$ cat src/rtl/riscv_pkg.sv
// Shared types for the core datapath; data-memory access selectors and
// data-memory arbiter state/ownership types.
package riscv_pkg;

   typedef enum logic [1:0] {
      Read     = 2'd0,
      Write    = 2'd1,
      NoAccess = 2'd2
   } DataMem_sel_e;

   typedef enum logic {
      OWN_CORE = 1'b0,
      OWN_DBG  = 1'b1
   } dmem_owner_e;

   typedef enum logic [1:0] {
      ARB_IDLE   = 2'd0,
      ARB_ACCESS = 2'd1,
      ARB_RESP   = 2'd2
   } dmem_arb_state_e;

   localparam int DMEM_BYTES_DEFAULT = 40;

   // 33-bit sum so addresses near the top of the 32-bit space cannot wrap into range.
   function automatic logic dmem_out_of_range(input logic [31:0] addr, input int unsigned bytes);
      return ({1'b0, addr} + 33'd3) >= 33'(bytes);
   endfunction

endpackage

$ cat src/rtl/rr_arb2.sv
// Two-way round-robin grant: a lone requester wins, a tie goes to the port
// that did not own the previous transaction.
module rr_arb2
   import riscv_pkg::*;
(
   input  logic [1:0]  req,
   input  dmem_owner_e last_owner,
   input  logic        en,
   output logic [1:0]  gnt
);

   generate
      for (genvar gi = 0; gi < 2; gi++) begin : g_port
         assign gnt[gi] = en & req[gi] &
                          (~req[1 - gi] | (logic'(last_owner) != 1'(gi)));
      end
   endgenerate

endmodule

$ cat src/rtl/dmem_arbiter.sv
// Arbitrates the single-ported data memory between the pipeline MEM stage and
// the debug/loader port: one 32-bit access per grant, registered response.
module dmem_arbiter
   import riscv_pkg::*;
#(
   parameter int DMEM_BYTES = DMEM_BYTES_DEFAULT
)
(
   input  logic         clk,
   input  logic         rst,
   input  logic         core_req,
   input  DataMem_sel_e core_rw,
   input  logic [31:0]  core_addr,
   input  logic [31:0]  core_wdata,
   output logic         core_gnt,
   output logic         core_rvalid,
   output logic [31:0]  core_rdata,
   output logic         core_err,
   output logic         core_stall,
   input  logic         dbg_req,
   input  DataMem_sel_e dbg_rw,
   input  logic [31:0]  dbg_addr,
   input  logic [31:0]  dbg_wdata,
   output logic         dbg_gnt,
   output logic         dbg_rvalid,
   output logic [31:0]  dbg_rdata,
   output logic         dbg_err,
   output DataMem_sel_e mem_rw,
   output logic [31:0]  mem_addr,
   output logic [31:0]  mem_wdata,
   input  logic [31:0]  mem_rdata
);

   dmem_arb_state_e state_reg;
   dmem_owner_e     last_owner_reg;
   dmem_owner_e     owner_reg;
   DataMem_sel_e    rw_reg;
   logic [31:0]     addr_reg;
   logic [31:0]     wdata_reg;
   logic            err_reg;
   logic [31:0]     rdata_reg;

   logic [1:0]      gnt;
   logic            arb_en;
   dmem_owner_e     win_owner;
   DataMem_sel_e    win_rw;
   logic [31:0]     win_addr;
   logic [31:0]     win_wdata;
   logic            resp_valid;

   // Grants are suppressed during reset so no transaction can start on that edge.
   assign arb_en = (state_reg == ARB_IDLE) && !rst;

   rr_arb2 u_rr_arb2 (
      .req        ({dbg_req, core_req}),
      .last_owner (last_owner_reg),
      .en         (arb_en),
      .gnt        (gnt)
   );

   assign win_owner = gnt[1] ? OWN_DBG : OWN_CORE;
   assign win_rw    = gnt[1] ? dbg_rw    : core_rw;
   assign win_addr  = gnt[1] ? dbg_addr  : core_addr;
   assign win_wdata = gnt[1] ? dbg_wdata : core_wdata;

   always_ff @(posedge clk) begin
      if (rst) begin
         state_reg      <= ARB_IDLE;
         last_owner_reg <= OWN_DBG;
         owner_reg      <= OWN_CORE;
         rw_reg         <= Read;
         addr_reg       <= '0;
         wdata_reg      <= '0;
         err_reg        <= 1'b0;
         rdata_reg      <= '0;
      end else begin
         case (state_reg)
            ARB_IDLE: begin
               if (|gnt) begin
                  owner_reg      <= win_owner;
                  last_owner_reg <= win_owner;
                  rw_reg         <= win_rw;
                  addr_reg       <= win_addr;
                  wdata_reg      <= win_wdata;
                  err_reg        <= dmem_out_of_range(win_addr, DMEM_BYTES);
                  state_reg      <= ARB_ACCESS;
               end
            end
            ARB_ACCESS: begin
               rdata_reg <= (rw_reg == Read && !err_reg) ? mem_rdata : '0;
               state_reg <= ARB_RESP;
            end
            ARB_RESP: state_reg <= ARB_IDLE;
            default:  state_reg <= ARB_IDLE;
         endcase
      end
   end

   assign core_gnt  = gnt[0];
   assign dbg_gnt   = gnt[1];

   // The latched address/data double as the memory bus, so they hold between accesses.
   assign mem_addr  = addr_reg;
   assign mem_wdata = wdata_reg;
   assign mem_rw    = (state_reg == ARB_ACCESS && !err_reg && !rst) ? rw_reg : NoAccess;

   assign resp_valid  = (state_reg == ARB_RESP) && !rst;
   assign core_rvalid = resp_valid && (owner_reg == OWN_CORE);
   assign dbg_rvalid  = resp_valid && (owner_reg == OWN_DBG);
   assign core_rdata  = core_rvalid ? rdata_reg : '0;
   assign dbg_rdata   = dbg_rvalid  ? rdata_reg : '0;
   assign core_err    = core_rvalid && err_reg;
   assign dbg_err     = dbg_rvalid  && err_reg;
   assign core_stall  = core_req && !core_rvalid;

endmodule

$ cat config.mk
export PLATFORM = sky130hd
export DESIGN_NAME = dmem_arbiter
export DESIGN_NICKNAME = d
export VERILOG_FILES = /design/src/rtl/riscv_pkg.sv /design/src/rtl/rr_arb2.sv /design/src/rtl/dmem_arbiter.sv
export SDC_FILE = /design/constraint.sdc
export NUM_CORES = 1
export LEC_CHECK = 0
export ABC_AREA = 1
export CAP_MARGIN = 20
export CORE_MARGIN = 2
export CORE_UTILIZATION = 25
export CTS_BUF_LIST = sky130_fd_sc_hd__clkbuf_8
export DETAILED_ROUTE_END_ITERATION = 12
export PLACE_DENSITY = 0.59
export SYNTH_ARGS = -nofsm -noshare
export SYNTH_HDL_FRONTEND = slang
export SYNTH_HIERARCHICAL = 1
export SYNTH_SLANG_ARGS = --single-unit
export TNS_END_PERCENT = 30
$ cat constraint.sdc
create_clock -name clk -period 5.3 [get_ports clk]
set_clock_uncertainty 0.05 [all_clocks]
set_input_delay 0.53 -clock clk [delete_from_list [all_inputs] [get_ports clk]]
set_output_delay 0.53 -clock clk [all_outputs]
set_load 0.02 [all_outputs]
==> results.md <==
- Final Cycle Share: 0.6843
- Synthesized cell area: 0.006223 mm2
- Slowest Stage Delay on Critical Path: 450 ps
- GRT Total Usage: 0.1783
- Max-cap violations: 0
- Hold Path Sink: owner_reg$_SDFFE_PP0P_
- Share of layout cells above drive strength 1: 0.05263
- Ports: 305
- Largest family of logic cells by synthesized area: simple AND/OR/NAND/NOR gates
- Die ar.: 0.02617 mm2
- Reg2reg path depth: 21
- Synthesized area per cell: 5.978 um2
- Adder-cell share of the synthesized area: 0
- DRC errors left: 0
- Post-synthesis net count: about 1200
- Netlist cell types: 28
- Nets: 1474
- CTS Hold Buffers Added: 0
- CP Depth: 22
- Iteration count of the initial detailed-routing pass: 5
- CTS Buffer Depth: 2
- Crit-path cells: clkdlybuf4s50_1, buf_4, nor2_1, nand2_1, a21oi_4, buf_12, inv_8, nand2_1, nand2_2, nand2_1, nor2_1, nand2_1, nor2_4, nand2_2, nand2_1, nand2_1, nor2_1, nand2_1, nor2_1, nand2_1, nor2_1, nor2_1
- Hpwl dp: 18110 um
- CP required: around 5500 ps
- Area grow syn2layout: 56.27%
- Reg2Reg Setup Slack: 1950 ps
- Largest net degree at the start of global routing: 91
- Area leader, netlist: dfxtp_1
- Routed Antenna Nets: 0
- Number of synthesized flops with an enable pin: 0
- Hold Vio Cnt, Final: 0
- Via density: 4.484
- CP Max Fanout: 90
- Total grt overflow: 0
- Synthesis-stage register bit count: 103
- Root Buffer: clkbuf_8
- Via count: roughly 7300
- Min-Delay Path Depth: 2
- H-tree depth: 3
- Core Region: 0.02439 mm2
- Compound-Gate Fraction of Synth Area: 0.1685
- Synth Area in Simple Gates: 0.3830
- Max Clock Freq: 0.2757 GHz
- Sequential share of the synthesized area: 0.3313
- Final WL: about 24000 um
- Synth Area in XOR/XNOR: 0
- Diode count: 0
- Wire length per cell: 14.55 um
- Starting Density: 0.2552
- Post-DP Area: ~0.0095 mm2
- Synth top area cells: dfxtp_1 (33%), nand2_1 (21%), nor2_1 (9.8%), inv_1 (6.5%), o21ai_0 (6.0%)
- Hold Crit Class: reg2reg
- Worst path most repeated cell: nand2_1
- Postcts setup bufs: 0
- Die Height: 161.8 um
- Predominant post-synthesis flop cell: dfxtp_1
- Total CTS buffers: 9
- Most frequent cells after synthesis: nand2_1 (346), nor2_1 (163), inv_1 (107)
- Number of global-route vias before repair: 7016
- 1st-iter DRT viols: 441
- Row count: 57
- Setup crit start kind: primary input
- Ys Warns: 6
- First-pass GRT wire length: 37420 um
- Cell family with most CP delay: simple AND/OR/NAND/NOR gates
- Placer's final routability congestion estimate: between 0.8 and 0.9
- Crit path capture type: register
- Post-Syn Instances: ~1000
- Die width: roughly 160 um
- Pwr dens: ~230 mW/mm2
- PostCTS Resize Cnt: 0
- Count leader, synth: nand2_1
- Slew headroom: 0.4884
- Slew @ Worst Pin: 765.6 ps
- RR Startpoint: state_reg[1]$_SDFFE_PP0P_
- CTS sink cnt: 103
- Post-synth top area share: 0.3313
- CTS tree: yes
- HP Start: owner_reg$_SDFFE_PP0P_
- CP bufs+invs: 4
- Reg-to-reg endpoint: err_reg$_SDFFE_PP0P_
- Post-route cell area: 0.009726 mm2
- Crit Path Category: in2reg
- Status: complete, no violations
- Arrival time of the worst setup path: 3860 ps
- Synth async-reset ratio: 0
- Filler instances: 2667
- Unrepaired setup endpoints after global routing: no
- Min Tclk post-route: 3627 ps
- Pins Over Slew Limit: 0
- Multiplexer share of the synthesized area: 0
- Clock-pin slew on the worst setup and hold paths: 110 ps
- LEAKAGE: just under 4 nW
- Port Buf Inserts: 304
- PnR Total Power: roughly 2.2 mW
- Worst-Skew Late Latency: around 380 ps
- CP max-delay cell: clkdlybuf4s50_1
- Total Neg Setup Slack: 0 ps
- Final setup fails: 0
- Maximum vdd drop: 191.0 uV
- Initial antenna violation count: 0
==> routing by layer <==
layer	up-vias	track usage	wire [um]
li1	3815	-	-
met5	-	0	0
met4	0	0.05149	501
met2	247	0.2981	10980
met1	3236	0.2272	10750
met3	33	0.04494	1549
==> report_power, final <==
part           total [mW]  leakage (nW)  internal, mW  switching [mW]
logic               0.761          3.00         0.333           0.428
registers           0.911         0.847         0.861          0.0500
clock network       0.548         0.103         0.239           0.309
total                2.22          3.95          1.43           0.787
==> worst max path at each step <==
stage,from,end
floorplan,rst,err_reg$_SDFFE_PP0P_
global placement,rst,err_reg$_SDFFE_PP0P_
detailed placement,rst,err_reg$_SDFFE_PP0P_
CTS,rst,core_rdata[27]
global route,rst,err_reg$_SDFFE_PP0P_
finish,rst,err_reg$_SDFFE_PP0P_
==> worst reg2reg max path: cells and delay by family, from the launching register on <==
family                 cells  cell delay, ps
AO/OA/AOI/OAI              2             290
buffers and inverters      4             820
flip-flops                 1             360
AND/OR/NAND/NOR           15            1740
==> logic make-up after synthesis <==
family / after synthesis
AO/OA/AOI/OAI: 183
AND/OR/NAND/NOR: 588
flip-flops: 103
buffers and inverters: 167
==> final cells by class <==
cell class	count	area (um2)	area share
Clock buffer	10	137.6	0.01415
Clock inverter	6	76.32	0.007848
Inverter	108	412.9	0.04245
Multi-Input combinational cell	771	3463	0.3561
Sequential cell	103	2062	0.2120
Tap cell	324	405.4	0.04168
Timing Repair Buffer	313	3168	0.3257
==> per-stage QoR <==
stage               cells  setup slack, ps  hold WS, ps    util
finish               1635             1673        444.8  0.3987
global route         1635             1280        479.1  0.3987
CTS                  1633             1403        446.5  0.3968
detailed placement   1617             1243        428.2  0.3880
global placement     1617             1242        422.7  0.3880
floorplan            1041             2123        400.9       -
==> cell usage in the layout (no fill, tap or decap), drive strengths merged, types with 3 or more instances in the layout <==
cell type / count
nand2: 368
clkdlybuf4s50: 304
nor2: 178
inv: 109
dfxtp: 103
o21ai: 78
a21oi: 38
a31oi: 34
nand3: 32
a211oi: 32
clkbuf: 10
buf: 9
nand4: 3
Note: power is estimated with default switching activity, not from simulation.
